$ cat src/rtl/fnd_scan_driver.sv
// fnd_scan_driver: binary-to-BCD conversion plus multiplexed active-low seven-segment scan.
// Optional feature: define FND_LEADING_ZERO_BLANK_EN to blank leading zero digits.
module fnd_scan_driver #(
    parameter int DIGITS  = 4,
    parameter int BIN_W   = 14,
    parameter int CLK_HZ  = 100_000_000,
    parameter int SCAN_HZ = 1000
) (
    input  logic              clk,
    input  logic              reset,
    input  logic [BIN_W-1:0]  binary_in,
    input  logic              load,
    input  logic [DIGITS-1:0] dp_in,
    output logic              busy,
    output logic              overflow,
    output logic [7:0]        seg,
    output logic [DIGITS-1:0] an
);
    localparam int TICK = CLK_HZ / SCAN_HZ;
    localparam int TW   = $clog2(TICK);
    localparam int IW   = DIGITS > 1 ? $clog2(DIGITS) : 1;
    localparam int CW   = $clog2(BIN_W + 1);
    localparam int BW   = 4 * DIGITS;

    function automatic logic [63:0] pow10(input int n);
        logic [63:0] p = 64'd1;
        for (int i = 0; i < n; i++) p = p * 64'd10;
        return p;
    endfunction

    localparam logic [63:0] MAX_VAL = pow10(DIGITS) - 64'd1;

    function automatic logic [6:0] glyph(input logic [3:0] n);
        case (n)
            4'd0: return 7'h40;
            4'd1: return 7'h79;
            4'd2: return 7'h24;
            4'd3: return 7'h30;
            4'd4: return 7'h19;
            4'd5: return 7'h12;
            4'd6: return 7'h02;
            4'd7: return 7'h78;
            4'd8: return 7'h00;
            4'd9: return 7'h10;
            default: return 7'h7F;
        endcase
    endfunction

    typedef enum logic [1:0] {IDLE, SHIFT, COMMIT} state_t;

    state_t            state_q, state_d;
    logic [BIN_W-1:0]  bin_q, bin_d;
    logic [BW-1:0]     bcd_q, bcd_d, adj;
    logic [CW-1:0]     cnt_q, cnt_d;
    logic              pend_q, pend_d;
    logic              ovf_q, ovf_d;
    logic [BW-1:0]     disp_q, disp_d;
    logic              busy_q, busy_d;
    logic [TW-1:0]     tick_q, tick_d;
    logic [IW-1:0]     idx_q, idx_d;
    logic [7:0]        seg_q, seg_d;
    logic [DIGITS-1:0] an_q, an_d;
    logic              wrap, blank;
    logic [3:0]        nib;
    logic [6:0]        pattern;

    assign busy     = busy_q;
    assign overflow = ovf_q;
    assign seg      = seg_q;
    assign an       = an_q;

    // Double-dabble engine: capture on load, one add-3/shift step per cycle, then commit atomically.
    always_comb begin
        state_d = state_q;
        bin_d   = bin_q;
        bcd_d   = bcd_q;
        cnt_d   = cnt_q;
        pend_d  = pend_q;
        ovf_d   = ovf_q;
        disp_d  = disp_q;
        for (int i = 0; i < DIGITS; i++)
            adj[4*i +: 4] = bcd_q[4*i +: 4] >= 4'd5 ? bcd_q[4*i +: 4] + 4'd3 : bcd_q[4*i +: 4];
        case (state_q)
            IDLE: if (load) begin
                bin_d   = binary_in;
                bcd_d   = '0;
                cnt_d   = CW'(BIN_W);
                pend_d  = 64'(binary_in) > MAX_VAL;
                state_d = SHIFT;
            end
            SHIFT: begin
                bcd_d   = {adj[BW-2:0], bin_q[BIN_W-1]};
                bin_d   = {bin_q[BIN_W-2:0], 1'b0};
                cnt_d   = cnt_q - CW'(1);
                state_d = cnt_q == CW'(1) ? COMMIT : SHIFT;
            end
            COMMIT: begin
                disp_d  = bcd_q;
                ovf_d   = pend_q;
                state_d = IDLE;
            end
            default: state_d = IDLE;
        endcase
        busy_d = state_d != IDLE;
    end

`ifdef FND_LEADING_ZERO_BLANK_EN
    logic [DIGITS-1:0] zero_from;
    logic              z;
    // zero_from[i] is set when digit i and every digit above it are zero.
    always_comb begin
        z = 1'b1;
        for (int i = DIGITS - 1; i >= 0; i--) begin
            z = z & (disp_q[4*i +: 4] == 4'd0);
            zero_from[i] = z;
        end
        blank = idx_q != '0 && zero_from[idx_q];
    end
`else
    assign blank = 1'b0;
`endif

    // Scan timing: each tick wrap lights the digit at idx_q, using the display value before any same-edge commit.
    always_comb begin
        wrap    = tick_q == TW'(TICK - 1);
        nib     = disp_q[4*idx_q +: 4];
        pattern = ovf_q ? 7'h3F : blank ? 7'h7F : glyph(nib);
        tick_d  = wrap ? '0 : tick_q + TW'(1);
        idx_d   = wrap ? (idx_q == IW'(DIGITS - 1) ? '0 : idx_q + IW'(1)) : idx_q;
        seg_d   = wrap ? {~dp_in[idx_q], pattern} : seg_q;
        an_d    = wrap ? ~(DIGITS'(1) << idx_q) : an_q;
    end

    // All state and registered outputs, asynchronously cleared.
    always_ff @(posedge clk or posedge reset) begin
        if (reset) begin
            state_q <= IDLE;
            bin_q   <= '0;
            bcd_q   <= '0;
            cnt_q   <= '0;
            pend_q  <= 1'b0;
            ovf_q   <= 1'b0;
            disp_q  <= '0;
            busy_q  <= 1'b0;
            tick_q  <= '0;
            idx_q   <= '0;
            seg_q   <= 8'hFF;
            an_q    <= '1;
        end else begin
            state_q <= state_d;
            bin_q   <= bin_d;
            bcd_q   <= bcd_d;
            cnt_q   <= cnt_d;
            pend_q  <= pend_d;
            ovf_q   <= ovf_d;
            disp_q  <= disp_d;
            busy_q  <= busy_d;
            tick_q  <= tick_d;
            idx_q   <= idx_d;
            seg_q   <= seg_d;
            an_q    <= an_d;
        end
    end
endmodule

$ cat config.mk
export PLATFORM = sky130hd
export DESIGN_NAME = fnd_scan_driver
export DESIGN_NICKNAME = d
export VERILOG_FILES = /design/src/rtl/fnd_scan_driver.sv
export SDC_FILE = /design/constraint.sdc
export NUM_CORES = 1
export LEC_CHECK = 0
export ABC_AREA = 0
export BUFFER_PORTS_ARGS = -buffer_cell sky130_fd_sc_hd__buf_2
export CORE_MARGIN = 2
export CORE_UTILIZATION = 55
export CTS_BUF_LIST = sky130_fd_sc_hd__clkbuf_8
export DETAILED_ROUTE_END_ITERATION = 6
export PLACE_DENSITY = 0.88
export SLEW_MARGIN = 20
export SYNTH_ARGS = -nofsm -noshare
export SYNTH_HDL_FRONTEND = slang
export SYNTH_SLANG_ARGS = --single-unit
$ cat constraint.sdc
create_clock -name clk -period 2.4 [get_ports clk]
set_input_delay 0.24 -clock clk [delete_from_list [all_inputs] [get_ports clk]]
set_output_delay 0.24 -clock clk [all_outputs]
set_load 0.02 [all_outputs]
# Word-level counts from Yosys, hierarchy flattened
# Memory sizes are Yosys's and may differ from the RTL's.
# Cells that the tools add are included.
[op_classes]
mux = 18
eq_ne = 6
shift = 2
bitwise_logic = 2
n_div = 0
order_cmp = 6
multipliers = 0
reduce_logical = 5
addsub = 7
[op_table]
columns = ["op", "n"]
rows = [
  ["$pmux W16 S2", 1],
  ["$pmux W14 S2", 1],
  ["$add A17 B1 Y17 const B", 1],
  ["$eq A17 B17 Y1 const B", 1],
  ["$mux W17", 1],
  ["$ge A4 B3 Y1 const B", 4],
  ["$mux W16", 1],
  ["$mux W4", 4],
  ["$shiftx A16 B5 Y4", 1],
  ["$gt A14 B14 Y1 const B", 1],
  ["$mux W14", 1],
  ["$add A4 B2 Y4 const B", 3],
  ["$pmux W4 S2", 1],
  ["$mux W7", 1],
  ["$mux W2", 3],
  ["$eq A2 B2 Y1 const B", 2],
  ["$eq A4 B1 Y1 const B", 1],
  ["$not A4 Y4", 1],
  ["$pmux W2 S2", 1],
  ["$reduce_and A2 Y1", 2],
  ["$reduce_bool A2 Y1", 2],
  ["$shl A1 B2 Y4 const A", 1],
  ["$sub A4 B1 Y4 const B", 1],
  ["$add A3 B2 Y3 const B", 1],
  ["9 further kinds", 9],
]
[word_totals]
elab_cells = 59
ramBits = 0
output_inout_bits = 14
mem_count = 1
latchBits = 0
regBits = 86
rom_bits = 112
[mem_list]
columns = ["name", "depth", "width", "read_ports", "rd_clocked_by_memory_dff", "wr", "line_no", "text"]
rows = [
  ["(name not given)", 16, 7, 1, 0, 0, "34", "case (n)"],
]

# Depth between registers and ports, before layout
# Gate-level depths: netlist (run 1).
[logic_depth]
ltp_word = 4
ltp_mapped = 8
depth_no_buf = 7

# Least setup slack after synthesis (run 1)
# OpenSTA, ideal clock, no wires.
[synth_timing]
path_type = "register to register"
startpoint = "register tick_q[0]"
endpoint = "register idx_q[0]"
arrival_ns = 1.807
required_time_ns = 2.275
period_less_slack_ns = 1.932
path_stages_with_launch = 7
path_slack_ns = 0.468
n_path_buf = 1
path_cell_list = "dfrtp_1 > ha_1 > and4_1 > clkbuf_2 > nand2_2 > nor4_4 > mux2_4"
[synth_via]
elab_chain_len = 1
[synth_lines]
columns = ["element", "line_no", "text"]
rows = [
  ["start, declared", "59", "logic [TW-1:0] tick_q, tick_d;"],
  ["start signal, assigned", "158", "tick_q <= tick_d;"],
  ["$eq A17 B17 Y1", "125", "wrap = tick_q == TW'(TICK - 1);"],
  ["end signal, assigned", "159", "idx_q <= idx_d;"],
  ["end, declared", "60", "logic [IW-1:0] idx_q, idx_d;"],
]
# No other way between the ends.
# A chain may end at the register's enable or synchronous reset.

# Worst setup path in the final report (run 1)
[layout_timing]
startpoint = "register idx_q[0]"
endpoint = "register seg_q[5] (netlist: seg[5])"
[layout_via]
elab_chain_len = 3
[layout_lines]
columns = ["element", "line_no", "text"]
rows = [
  ["$shiftx A16 B5 Y4", "126", "nib = disp_q[4*idx_q +: 4];"],
  ["$mem_v2 Z16 W7", "n/a", ""],
  ["$mux W7", "127", "pattern = ovf_q ? 7'h3F : blank ? 7'h7F : glyph(nib);"],
  ["end signal, assigned", "160", "seg_q <= seg_d;"],
  ["end, declared", "61", "logic [7:0] seg_q, seg_d;"],
]
# No other way between the ends.

==> impl_results.md, run 1 <==
- Final Slew Violations: 0
- Number of synthesized flops with an enable pin: 0
- Core area: 7650 um2
- Crit end category: register
- Antenna diodes: 0
- Startpoint Class: register
- Combinational fraction of design power: 0.356
- Yosys top cell area share: 0.429
- P_leak: 2.20 nW
- P_int: 3.36 mW
- Drt drc: 0
- Clk buf depth: 2
- Syn nets: 439
- Slowest-stage cell, CP: mux4_2
- Clock sinks: 86
- Htree depth: 3
- Slew @ Worst Pin: 0.842 ns
- Cell Rows: 32
- Clk pin slew, worst setup/hold paths: 0.09 ns
- Layout Utilization: 0.637
- First-iteration detailed-routing DRC count: 142
- Slew headroom: 0.437
- Yosys warns: 0
- TritonCTS Buffers: 9
- Post-Place Worst Slack: approximately 0.31 ns
- CTS tree: built
- Ys flop type: dfrtp_1
- Status: completed
- Gpl congestion: around 0.86
- Total power: 5.20 mW
- Drt wl/cell: 15.6 um
- Final Cycle Share: 0.872
- Max Freq: 478 MHz
- P&R area growth vs syn: 12.8%
- Number of I/O pins: 35
- Antenna violations before repair: 0
- Min Tclk post-route: 2.09 ns
- Routed WL: 8420 um
- Die area: 8580 um2
- Die Ht: 92.6 um
- Setup CP Type: reg2reg
- Post-synth top area cell: dfrtp_1
- FF-to-FF Start: idx_q[0]$_DFFE_PP0N_
- Hold Path Class: in2async
- Worst path arrival time: 2.38 ns
- Final TNS setup: 0 ns
- Max Cap Viol: 0
- CP top delay family: multiplexers
- Ys async rst share: 1.00
- Root buf cell: clkbuf_8
- Sequential share of power: 0.411
- Cell Area, Synth: between 4000 and 5000 um2
- Mapped Cells: ~400
- Synthesis-stage register bit count: 86
- CP Cell Sequence: mux4_2 -> inv_1 -> ha_1 -> inv_1 -> mux2i_1 -> o211ai_1 -> mux2_2
- Largest net degree at the start of global routing: 41
- VDD IR max: 0.000827 V
- Worst-path maximum fanout: 6
- Setup Fix Bufs, Post-CTS: 0
- Post-synth cell types: 53
- Hpwl dp: 6070 um
- Reg2Reg Capture Point: seg[5]$_DFFE_PP1N_
- FF-to-FF path depth: 7
- Hold buffers post-CTS: 0
- Most common cell on crit path: inv_1
- Critical path startpoint: idx_q[0]$_DFFE_PP0N_
- RSZ-0062 raised after global routing: false
- Final Hold Vio Count: 0
- Clock skew: roughly 0.0082 ns
- Most common cell after layout, fill and taps aside: dfrtp_1
- PwrDens: 1070 nW/um2
- Worst R2R Setup Slack: 0.31 ns
- Commonest non-fill, non-tap cells in the layout: 74 x dfrtp_1, 43 x nand2_1, 34 x buf_2, 27 x inv_1, 26 x nor2_1
- First-pass GRT wire length: approximately 14000 um
- Clock share of power: 0.233
- Share of cells above drive strength 1: 0.241
- Starting Density: 0.565
- Vias in the first global route: 3127
- Nets: 477
- Sw Ratio: 0.354
- Clock latency on the worst-skew pair: 0.36 ns
- Via density per instance: 5.67
- Post-synthesis sequential area ratio: 0.502
- DR pass1 iterations: 4
- Total track usage: 0.213
- Worst path bufs/invs: 2
- Worst Slack Setup Final: 0.306 ns
- CTS resizes: 0
- Syn_area_per_cell: between 10 and 15 um2
- Sw power: 1.84 mW
- Die width: 92.6 um
- CP Data Required Time: ~2.7 ns
- Endpoints failing setup: 0
- Gr ovfl total: 0
- Crit path largest cell delay: 0.64 ns
- Top cells by area in the synthesized netlist: dfrtp_1 43%, dfstp_2 7.3%, ha_1 6.1%
- DR vias: 3065
- I/O Buffers: 34
- Antenna-violating nets left: 0
routing by layer:
layer  part of all wire  up-vias  GRT usage
li1                   -     1460          -
met4              0.010        0     0.0711
met5                  0        -          0
met3              0.045       10     0.0472
met2               0.50       76      0.369
met1               0.44     1519      0.265
Yosys cell counts, types with 3 or more instances:
cell / instances
nor2_1: 26
inv_1: 28
ha_1: 21
nor3_1: 3
nand3_1: 9
dfstp_2: 12
xor2_1: 6
mux4_2: 5
buf_1: 4
o31ai_1: 6
nand4_1: 4
nand2_1: 43
mux2i_1: 11
a22oi_1: 3
mux2_2: 17
o21ai_0: 22
a21oi_1: 9
a31oi_1: 11
and4_1: 3
nor2b_1: 4
o211ai_1: 3
a22o_1: 3
buf_6: 3
xnor2_1: 13
a32o_1: 4
dfrtp_1: 74
nand3b_1: 3
o22ai_1: 5
nand2b_1: 6
clkbuf_1: 9
registers in the layout (all words and copies together), names as in the netlist, 2 cells and up:
name	cells
idx_q	2
tick_q	17
bcd_q	16
disp_q	16
state_q	2
an	4
seg	8
cnt_q	4
bin_q	14
metrics by stage:
stage	cells	cell area, um2	hold slack, ns
after global placement	526	4640	0.444
final	541	4870	0.0360
after detailed placement	526	4640	0.444
after CTS	541	4870	0.0566
after floorplan	397	4320	0.373
after global routing	541	4870	0.0934
cells by family (layout without fill, tap and decap cells):
group | count (synthesis) | count (layout) | synth area share
adder cells (fa/ha/maj) | 21 | 21 | 0.0608
AND/OR/NAND/NOR | 115 | 115 | 0.136
buffers and inverters | 47 | 89 | 0.0466
AO/OA/AOI/OAI | 74 | 74 | 0.114
flip-flops | 86 | 86 | 0.502
multiplexers | 35 | 35 | 0.103
XOR/XNOR | 19 | 19 | 0.0385
area by class of cell:
cell class	count	area, um2
Clock buffer	9	124
Sequential cell	86	2170
Tap cell	102	128
Multi-Input combinational cell	264	1950
Fill cell	580	2780
Timing Repair Buffer	45	278
Clock inverter	6	111
Inverter	29	113
worst max-delay path by stage:
stage | slack [ns] | endpoint | cells after the start
finish | 0.31 | seg[5]$_DFFE_PP1N_ | 7
global route | 0.17 | seg[5]$_DFFE_PP1N_ | 7
CTS | 0.29 | seg[5]$_DFFE_PP1N_ | 7
detailed placement | 0.31 | seg[5]$_DFFE_PP1N_ | 7
global placement | 0.43 | seg[3]$_DFFE_PP1N_ | 7
floorplan | 0.47 | idx_q[0]$_DFFE_PP0N_ | 6
power by group through the flow:
stage / Combinational [mW] / Sequential [mW] / Clock, mW
2_1_floorplan: 1.46 / 2.07 / 0
3_3_place_gp: 1.71 / 2.13 / 0
3_5_place_dp: 1.85 / 2.16 / 0
4_1_cts: 1.86 / 2.13 / 1.23
5_1_grt: 2.09 / 2.19 / 1.27
6_report: 1.85 / 2.14 / 1.21
No activity file was read; power rests on OpenSTA's default activity.
==> run 2: changes to the inputs <==
- MAX_ROUTING_LAYER: not set -> met4
==> impl_results.md, run 2 (synthesized netlist as in run 1, its figures left out) <==
- Status: completed
- Antenna violations before repair: 0 (unchanged)
- Worst-path maximum fanout: 6 (unchanged)
- Worst path arrival time: 2.38 ns (about the same)
- Gr ovfl total: 0 (unchanged)
- Hold Path Class: in2async
- Max Freq: 477 MHz (-0.19%)
- Startpoint Class: register
- Final TNS setup: 0 ns (unchanged)
- I/O Buffers: 34 (unchanged)
- DR pass1 iterations: 4 (unchanged)
- Clk buf depth: 2 (unchanged)
- Sw Ratio: 0.354 (about the same)
- Antenna-violating nets left: 0 (unchanged)
- PwrDens: 1070 nW/um2 (about the same)
- P&R area growth vs syn: 12.8% (unchanged)
- Slew headroom: 0.437 (about the same)
- Clk pin slew, worst setup/hold paths: 0.09 ns (about the same)
- Design Area, Final: 4870 um2 (unchanged)
- Final Cycle Share: 0.874 (+0.00166)
- Combinational fraction of design power: 0.356 (about the same)
- Vias in the first global route: 3128 (+0.032%)
- Drt wl/cell: 15.6 um (about the same)
- Die width: 92.6 um (unchanged)
- RSZ-0062 raised after global routing: false
- Nets: 477 (unchanged)
- FF-to-FF Start: idx_q[0]$_DFFE_PP0N_
- CP Data Required Time: 2.68 ns (about the same)
- Crit end category: register
- Cell Rows: 32 (unchanged)
- Reg2Reg Capture Point: seg[5]$_DFFE_PP1N_
- Final Slew Violations: 0 (unchanged)
- Clock sinks: 86 (unchanged)
- P_int: 3.36 mW (about the same)
- CTS resizes: 0 (unchanged)
- Biggest regs: tick_q x17, bcd_q x16, disp_q x16
- Number of I/O pins: 35 (unchanged)
- Min Tclk post-route: 2.10 ns (+0.00398 ns)
- Setup Fix Bufs, Post-CTS: 0 (unchanged)
- DR vias: 3068 (+0.098%)
- Via density per instance: 5.67 (about the same)
- Fin cells: 541 (unchanged)
- Commonest non-fill, non-tap cells in the layout: 74 x dfrtp_1, 43 x nand2_1, 34 x buf_2, 27 x inv_1, 26 x nor2_1
- Slew @ Worst Pin: 0.842 ns (-0.000201 ns)
- Sw power: 1.84 mW (about the same)
- Total power: 5.20 mW (about the same)
- Min Hold Slack: 0.0366 ns (+0.000602 ns)
- Post-DP Area: 4640 um2 (unchanged)
- CTS tree: built
- TritonCTS Buffers: 9 (unchanged)
- Drt drc: 0 (unchanged)
- Root buf cell: clkbuf_8
- Core area: 7650 um2 (unchanged)
- Placed insts: 526 (unchanged)
- Sequential share of power: 0.411 (about the same)
- Total track usage: 0.219 (+0.00619)
- Endpoints failing setup: 0 (unchanged)
- Antenna diodes: 0 (unchanged)
- Most common cell after layout, fill and taps aside: dfrtp_1
- Setup CP Type: reg2reg
- VDD IR max: 0.000828 V (about the same)
- Htree depth: 3 (unchanged)
- Worst Slack Setup Final: 0.302 ns (-0.00398 ns)
- First-iteration detailed-routing DRC count: 122 (-14%)
- Die Ht: 92.6 um (unchanged)
- Final Hold Vio Count: 0 (unchanged)
- Worst R2R Setup Slack: 0.30 ns (about the same)
- Clock latency on the worst-skew pair: 0.36 ns (about the same)
- Layout Utilization: 0.637 (unchanged)
- Share of cells above drive strength 1: 0.241 (unchanged)
- Post-Place Worst Slack: 0.311 ns (unchanged)
- Die area: 8580 um2 (unchanged)
- FF-to-FF path depth: 7 (unchanged)
- Largest net degree at the start of global routing: 41 (unchanged)
- P_leak: 2.20 nW (unchanged)
- First-pass GRT wire length: 14500 um (unchanged)
- Routed WL: 8420 um (about the same)
- Gpl congestion: 0.877 (+1.6%)
- Hold buffers post-CTS: 0 (unchanged)
- Clock skew: 0.00909 ns (+0.000916 ns)
- Starting Density: 0.565 (unchanged)
- Max Cap Viol: 0 (unchanged)
- Clock share of power: 0.233 (about the same)
- Largest register FFs: 17 (unchanged)
- Biggest register: tick_q
- Hpwl dp: 6070 um (unchanged)
[run 2: worst max path at each step]
| stage | start | end | slack (ns) | cells past startpoint |
|---|---|---|---|---|
| after floorplan | tick_q[0]$_DFF_PP0_ | idx_q[0]$_DFFE_PP0N_ | 0.47 | 6 |
| after global placement | idx_q[0]$_DFFE_PP0N_ | seg[3]$_DFFE_PP1N_ | 0.43 | 7 |
| after detailed placement | idx_q[0]$_DFFE_PP0N_ | seg[5]$_DFFE_PP1N_ | 0.31 | 7 |
| after CTS | idx_q[0]$_DFFE_PP0N_ | seg[5]$_DFFE_PP1N_ | 0.29 | 7 |
| after global routing | idx_q[0]$_DFFE_PP0N_ | seg[5]$_DFFE_PP1N_ | 0.17 | 7 |
| final | idx_q[0]$_DFFE_PP0N_ | seg[5]$_DFFE_PP1N_ | 0.30 | 7 |
[run 2: layout make-up]
cell class | instances | area (um2)
fillers | 580 | 2780
flip-flops and latches | 86 | 2170
multi-input cells | 264 | 1950
repair buffers | 45 | 278
well taps | 102 | 128
clock buffers | 9 | 124
inverters | 29 | 113
clock inverters | 6 | 111
[run 2: power by group through the flow]
stage                     Clock, mW  Combinational, mW  Sequential [mW]
after floorplan                   0               1.46             2.07
after global placement            0               1.71             2.13
final                          1.21               1.85             2.14
after detailed placement          0               1.85             2.16
after global routing           1.27               2.09             2.19
after CTS                      1.23               1.86             2.13
[run 2: worst max-delay path: stages (launching register included)]
cell and delay, ns:
dfrtp_1 0.49, mux4_2 0.64, inv_1 0.16, ha_1 0.17, inv_1 0.05, mux2i_1 0.12, o211ai_1 0.11, mux2_2 0.28
[run 2: routing by layer]
| layer | GRT usage | wire (um) | vias to the layer above |
|---|---|---|---|
| met4 | 0.0711 | 116 | 0 |
| li1 | - | - | 1459 |
| met2 | 0.366 | 4210 | 75 |
| met3 | 0.0464 | 401 | 14 |
| met5 | - | 0 | - |
| met1 | 0.268 | 3690 | 1520 |
